[src/rtl/spi_boot_loader_if.sv]
// Pin and port bundle of the boot loader: SPI EEPROM pins plus the SRAM
// write port and the two status flags. The loader drives it as master.
interface spi_boot_loader_if;
  logic        i_spiMISO;
  logic        o_spiMOSI;
  logic        o_spiCLK;
  logic        o_spiCSn;
  logic [15:0] o_memAddr;
  logic [15:0] o_memDataOut;
  logic        o_memWr;
  logic        o_memEn;
  logic        o_isBusy;
  logic        o_isBooted;

  modport master (
    input  i_spiMISO,
    output o_spiMOSI, o_spiCLK, o_spiCSn,
    output o_memAddr, o_memDataOut, o_memWr, o_memEn,
    output o_isBusy, o_isBooted
  );

  modport slave (
    output i_spiMISO,
    input  o_spiMOSI, o_spiCLK, o_spiCSn,
    input  o_memAddr, o_memDataOut, o_memWr, o_memEn,
    input  o_isBusy, o_isBooted
  );
endinterface

[src/rtl/spi_boot_loader.sv]
// Boot-time copier: one SPI READ (0x03) at EEPROM address 0, then a
// continuous read of NUM_WORDS big-endian 16-bit words into SRAM 0..N-1.
// All outputs are registered; SCLK is mode 0 with CLK_DIV cycles per phase.
module spi_boot_loader #(
  parameter int CLK_DIV   = 2,
  parameter int NUM_WORDS = 32768
) (
  input logic               i_clk,
  input logic               i_rst,
  spi_boot_loader_if.master bus
);
  localparam int               DIV_W         = $clog2(CLK_DIV) + 1;
  localparam logic [DIV_W-1:0] DIV_LAST      = DIV_W'(CLK_DIV - 1);
  localparam logic [15:0]      LAST_WORD     = 16'(NUM_WORDS - 1);
  localparam logic [23:0]      CMD_FRAME     = {8'h03, 16'h0000};
  localparam logic [4:0]       CMD_LAST_BIT  = 5'd23;
  localparam logic [4:0]       DATA_LAST_BIT = 5'd15;

  typedef enum logic [2:0] {START, CMD, DATA, WRITE, DONE} loaderState_t;

  loaderState_t     state, stateNext;
  logic [DIV_W-1:0] divCnt, divCntNext;
  logic [4:0]       bitCnt, bitCntNext;
  logic [15:0]      wordIdx, wordIdxNext;
  logic [15:0]      dataShift, dataShiftNext;
  logic             spiClk, spiClkNext;
  logic             spiMosi, spiMosiNext;
  logic             spiCsn, spiCsnNext;
  logic             memEn, memEnNext;
  logic             memWr, memWrNext;
  logic [15:0]      memAddr, memAddrNext;
  logic [15:0]      memData, memDataNext;
  logic             isBusy, isBusyNext;
  logic             isBooted, isBootedNext;

  // State and output registers; everything returns to its idle value on reset.
  always_ff @(posedge i_clk) begin
    // NOTE: state registers use non-blocking assignments so every register
    // samples pre-edge values regardless of process ordering.
    if (i_rst) begin
      state     <= START;
      divCnt    <= '0;
      bitCnt    <= '0;
      wordIdx   <= '0;
      dataShift <= '0;
      spiClk    <= 1'b0;
      spiMosi   <= 1'b0;
      spiCsn    <= 1'b1;
      memEn     <= 1'b0;
      memWr     <= 1'b0;
      memAddr   <= '0;
      memData   <= '0;
      isBusy    <= 1'b0;
      isBooted  <= 1'b0;
    end else begin
      state     <= stateNext;
      divCnt    <= divCntNext;
      bitCnt    <= bitCntNext;
      wordIdx   <= wordIdxNext;
      dataShift <= dataShiftNext;
      spiClk    <= spiClkNext;
      spiMosi   <= spiMosiNext;
      spiCsn    <= spiCsnNext;
      memEn     <= memEnNext;
      memWr     <= memWrNext;
      memAddr   <= memAddrNext;
      memData   <= memDataNext;
      isBusy    <= isBusyNext;
      isBooted  <= isBootedNext;
    end
  end

  // Next-state and next-output logic: SPI bit timing, word assembly, write strobe.
  always_comb begin
    // NOTE: every signal gets a default before the case so no path can leave
    // one unassigned and infer a latch; memory strobes default to inactive.
    stateNext     = state;
    divCntNext    = divCnt;
    bitCntNext    = bitCnt;
    wordIdxNext   = wordIdx;
    dataShiftNext = dataShift;
    spiClkNext    = spiClk;
    spiMosiNext   = spiMosi;
    spiCsnNext    = spiCsn;
    memEnNext     = 1'b0;
    memWrNext     = 1'b0;
    memAddrNext   = '0;
    memDataNext   = '0;
    isBusyNext    = isBusy;
    isBootedNext  = isBooted;

    case (state)
      START: begin
        stateNext   = CMD;
        spiCsnNext  = 1'b0;
        isBusyNext  = 1'b1;
        spiClkNext  = 1'b0;
        spiMosiNext = CMD_FRAME[23];
        divCntNext  = '0;
        bitCntNext  = '0;
      end

      CMD, DATA: begin
        if (divCnt != DIV_LAST) begin
          divCntNext = divCnt + 1'b1;
        end else begin
          divCntNext = '0;
          if (!spiClk) begin
            // Rising SCLK edge: EEPROM data is valid, capture it.
            spiClkNext = 1'b1;
            if (state == DATA) dataShiftNext = {dataShift[14:0], bus.i_spiMISO};
          end else begin
            // Falling SCLK edge: end of a bit, MOSI may move on.
            spiClkNext = 1'b0;
            if (state == CMD) begin
              if (bitCnt == CMD_LAST_BIT) begin
                stateNext   = DATA;
                bitCntNext  = '0;
                spiMosiNext = 1'b0;
              end else begin
                bitCntNext  = bitCnt + 5'd1;
                spiMosiNext = CMD_FRAME[5'd22 - bitCnt];
              end
            end else if (bitCnt == DATA_LAST_BIT) begin
              stateNext   = WRITE;
              bitCntNext  = '0;
              memEnNext   = 1'b1;
              memWrNext   = 1'b1;
              memAddrNext = wordIdx;
              memDataNext = dataShift;
            end else begin
              bitCntNext = bitCnt + 5'd1;
            end
          end
        end
      end

      WRITE: begin
        // CSn stays low: the EEPROM keeps streaming the next word.
        wordIdxNext = wordIdx + 16'd1;
        if (wordIdx == LAST_WORD) begin
          stateNext    = DONE;
          spiCsnNext   = 1'b1;
          isBusyNext   = 1'b0;
          isBootedNext = 1'b1;
        end else begin
          stateNext = DATA;
        end
      end

      DONE: begin
        stateNext = DONE;
      end

      default: stateNext = START;
    endcase
  end

  assign bus.o_spiMOSI    = spiMosi;
  assign bus.o_spiCLK     = spiClk;
  assign bus.o_spiCSn     = spiCsn;
  assign bus.o_memAddr    = memAddr;
  assign bus.o_memDataOut = memData;
  assign bus.o_memWr      = memWr;
  assign bus.o_memEn      = memEn;
  assign bus.o_isBusy     = isBusy;
  assign bus.o_isBooted   = isBooted;
endmodule

[src/flat_wrapper.sv]
// flat-port wrapper written by rule: the top's interface ports become plain ports
module spi_boot_loader_flat 
#(
  parameter int CLK_DIV   = 2,
  parameter int NUM_WORDS = 32768
)
  (i_clk, i_rst, bus_i_spiMISO, bus_o_spiMOSI, bus_o_spiCLK, bus_o_spiCSn, bus_o_memAddr, bus_o_memDataOut, bus_o_memWr, bus_o_memEn, bus_o_isBusy, bus_o_isBooted);
  spi_boot_loader_if bus_i ();
  input logic i_clk;
  input logic i_rst;
  input wire logic [$bits(bus_i.i_spiMISO)-1:0] bus_i_spiMISO;
  output wire logic [$bits(bus_i.o_spiMOSI)-1:0] bus_o_spiMOSI;
  output wire logic [$bits(bus_i.o_spiCLK)-1:0] bus_o_spiCLK;
  output wire logic [$bits(bus_i.o_spiCSn)-1:0] bus_o_spiCSn;
  output wire logic [$bits(bus_i.o_memAddr)-1:0] bus_o_memAddr;
  output wire logic [$bits(bus_i.o_memDataOut)-1:0] bus_o_memDataOut;
  output wire logic [$bits(bus_i.o_memWr)-1:0] bus_o_memWr;
  output wire logic [$bits(bus_i.o_memEn)-1:0] bus_o_memEn;
  output wire logic [$bits(bus_i.o_isBusy)-1:0] bus_o_isBusy;
  output wire logic [$bits(bus_i.o_isBooted)-1:0] bus_o_isBooted;
  assign bus_i.i_spiMISO = bus_i_spiMISO;
  assign bus_o_spiMOSI = bus_i.o_spiMOSI;
  assign bus_o_spiCLK = bus_i.o_spiCLK;
  assign bus_o_spiCSn = bus_i.o_spiCSn;
  assign bus_o_memAddr = bus_i.o_memAddr;
  assign bus_o_memDataOut = bus_i.o_memDataOut;
  assign bus_o_memWr = bus_i.o_memWr;
  assign bus_o_memEn = bus_i.o_memEn;
  assign bus_o_isBusy = bus_i.o_isBusy;
  assign bus_o_isBooted = bus_i.o_isBooted;
  spi_boot_loader #(.CLK_DIV(CLK_DIV), .NUM_WORDS(NUM_WORDS)) u_core (.i_clk(i_clk), .i_rst(i_rst), .bus(bus_i));
endmodule
[config.mk]
export PLATFORM = sky130hd
export DESIGN_NAME = spi_boot_loader_flat
export DESIGN_NICKNAME = d
export VERILOG_FILES = /design/src/rtl/spi_boot_loader_if.sv /design/src/rtl/spi_boot_loader.sv /design/src/flat_wrapper.sv
export SDC_FILE = /design/constraint.sdc
export NUM_CORES = 1
export LEC_CHECK = 0
export CAP_MARGIN = 40
export CORE_UTILIZATION = 28
export DETAILED_ROUTE_END_ITERATION = 16
export HOLD_SLACK_MARGIN = 0.06
export PLACE_DENSITY = 0.55
export REMOVE_ABC_BUFFERS = 1
export SYNTH_ARGS = -nofsm -noshare
export SYNTH_HDL_FRONTEND = slang
export SYNTH_SLANG_ARGS = --single-unit
[constraint.sdc]
create_clock -name i_clk -period 1.9 [get_ports i_clk]
set_clock_uncertainty 0.1 [all_clocks]
set_input_delay 0.475 -clock i_clk [delete_from_list [all_inputs] [get_ports i_clk]]
set_output_delay 0.475 -clock i_clk [all_outputs]
set_load 0.03 [all_outputs]
==> qor.csv <==
metric,value,unit
routed_wl,6530,um
period_minus_slack,1.84,ns
async_flop_share,0,
dpl.cell_count,509,
ys_ff_latch,80,
synth.top_cells.by_count,"80 x dfxtp_1, 43 x nand2_1, 34 x a21oi_1",
critical_path_arrival,2.03,ns
synth_area_leaders,"dfxtp_1 53%, and2_1 6.8%, a21oi_1 5.6%, nand2_1 5.3%, xor2_1 2.6%",
fin_ws,0.0598,ns
cts_sinks,80,
crit_chain,and4_4 -> nand4_4 -> or4_1 -> a21oi_1,
cts_tree,yes,
slowest_stage,or4_1,
placementRows,37,
yosysWarnings,0,
crit_buf_inv,0,
r2r_setup_slack,0.06,ns
p_total,2990,uW
synth_area,3020,um^2
clockBufferDepth,2,
whs,0.353,ns
root_buffer,clkbuf_8,
maxCapViolCount,0,
final_antenna_net_count,0,
rr_worst_depth,4,
grt_pass1_wl,10800,um
portBuffers,41,
gp_congestion,0.846,
area_growth,30.0,%
cts_buffers,9,
tightest_slew,0.347,ns
status,completed,
yosysTopAreaCell,dfxtp_1,
fin_crit_sh,0.969,
synth_edf_count,0,
critical-path-max-stage-delay,0.62,ns
drtIter0Drc,71,
final_max_slew_viol_count,0,
die_w,106,um
critPathKind,reg -> reg,
pin_count,42,
hpwl,4270,um
fillers,1078,
hold_depth,2,
htree_levels,3,
grt_max_degree,32,
layout-drive-gt1-share,0.133,
hold_viol,0,
clk_pin_slew,0.08,ns
fin_area,3930,um^2
p_leak,0.00163,uW
antenna_found_initial,0,
nets,393,
worstPathMaxFanout,12,
grt_pass1_vias,2271,
synth_top_area_share,0.530,
crit_required,2.09,ns
synth-seq-area-share,0.530,
grt.total_usage,0.123,
antenna_cells,0,
die_y,106,um
worstHoldStart,u_core.bus.o_isBooted,
r2r-start,u_core.wordIdx[6],
fmax,543,MHz
grt.overflow.total,0,
reg2reg_to,u_core.bus.o_isBooted,
relSlewSlack,0.769,
synth_top_flop_cell,dfxtp_1,
placed_area,3720,um^2
start_util,0.290,
clock_latency,0.35,ns
yosysMostFrequentCell,dfxtp_1,
avgSynthCellArea,9.27,um^2
drc,0,
path_delay_family,simple AND/OR/NAND/NOR gates,
dp_slack,0.0314,ns
hp-class,reg -> reg,
setup_viol,0,
design.core.area,10400,um^2
viasPerCell,4.57,
vias,2405,
synthCells,326,
fin_cells,526,
vdd_ir_drop_max,0.000256,V
drtPass1Iterations,6,
holdPathEnd,u_core.bus.o_isBooted,
power_density,761,nW/um^2
drt-wirelength-per-cell,12.4,um
cp-end-kind,register,
synth.distinct_cells,48,
start_kind,register,
die-area,11200,um^2
-- worst max-delay path by stage --
stage,startpoint,endpoint,slack (ns),cells after the start
floorplan,u_core.bitCnt[0],u_core.bus.o_memAddr[0],-0.29,7
global placement,i_rst,u_core.bus.o_memDataOut[10],0.02,5
detailed placement,i_rst,u_core.bus.o_memAddr[14],0.03,5
CTS,u_core.bitCnt[0],u_core.bitCnt[3],0.03,8
global route,u_core.bitCnt[1],u_core.bus.o_memAddr[13],-0.01,9
finish,u_core.wordIdx[6],u_core.bus.o_isBooted,0.06,4
-- layout by cell type (no fill, tap or decap), types with 6 or more instances in the layout --
cell type      Yosys  routed
nand2_1           43      42
inv_1             10      10
buf_4              1      25
xor2_1             9       9
or4_1              6       6
nand3_1           12      11
a21oi_1           34      34
nor2_1            14      14
dfxtp_1           80      78
dlygate4sd2_1      0      39
and2_1            33      33
clkbuf_8           0       9
-- per-layer routing --
metal / global-route usage / vias up / routed length, um
met1: 0.163 / 1120 / 3360
met4: 0.0675 / 0 / 129
met3: 0.0278 / 12 / 234
met5: 0 / - / 0
met2: 0.184 / 47 / 2810
li1: - / 1226 / -
-- what timing repair did --
item,4_1_cts,5_1_grt
hold buffers,0,0
gates cloned,0,1
endpoints found under the setup margin,39,9
setup buffers,0,1
pin swaps,0,1
resized for setup,39,11
-- power by group --
group	switching, uW	internal [uW]
Combinational	48.0	29.4
Clock	628	600
Sequential	6.23	1680
-- worst reg2reg max path, delay by kind of cell (launching register included) --
family / cells / cell delay, ns
compound gates: 1 / 0.17
simple gates: 3 / 1.10
flops: 1 / 0.41
-- stage by stage --
step / util / TNS (ns)
finish: 0.377 / 0
floorplan: - / -9.59
CTS: 0.371 / 0
detailed placement: 0.357 / 0
global placement: 0.357 / 0
global route: 0.377 / -0.0768
-- cell families after synthesis --
| family | count (synthesis) | share of synthesized area |
|---|---|---|
| AND/OR/NAND/NOR | 141 | 0.256 |
| flip-flops | 80 | 0.530 |
| AO/OA/AOI/OAI | 58 | 0.114 |
| buffers and inverters | 29 | 0.0418 |
| XOR/XNOR | 11 | 0.0319 |
| adder cells (fa/ha/maj) | 6 | 0.0232 |
| multiplexers | 1 | 0.00331 |
-- state kept, by name, indices dropped and copies added, names as in the netlist --
name	flops
u_core.bus.o_memDataOut	16
u_core.bus.o_isBusy	1
u_core.bus.o_spiMOSI	1
u_core.state	3
u_core.bus.o_memAddr	16
u_core.dataShift	16
u_core.divCnt	2
u_core.bus.o_spiCSn	1
u_core.bitCnt	5
u_core.bus.o_spiCLK	1
u_core.bus.o_isBooted	1
u_core.bus.o_memEn	1
u_core.wordIdx	16
-- area by class of cell --
cell class / count / area (um^2) / area share
clock buffer: 10 / 128 / 0.0325
clock inverter: 5 / 58.8 / 0.0150
inverter: 10 / 37.5 / 0.00955
multi-input combinational: 217 / 1330 / 0.339
sequential: 80 / 1610 / 0.410
tap: 136 / 170 / 0.0433
timing repair buffer: 68 / 594 / 0.151
No activity file was read; power rests on OpenSTA's default activity.
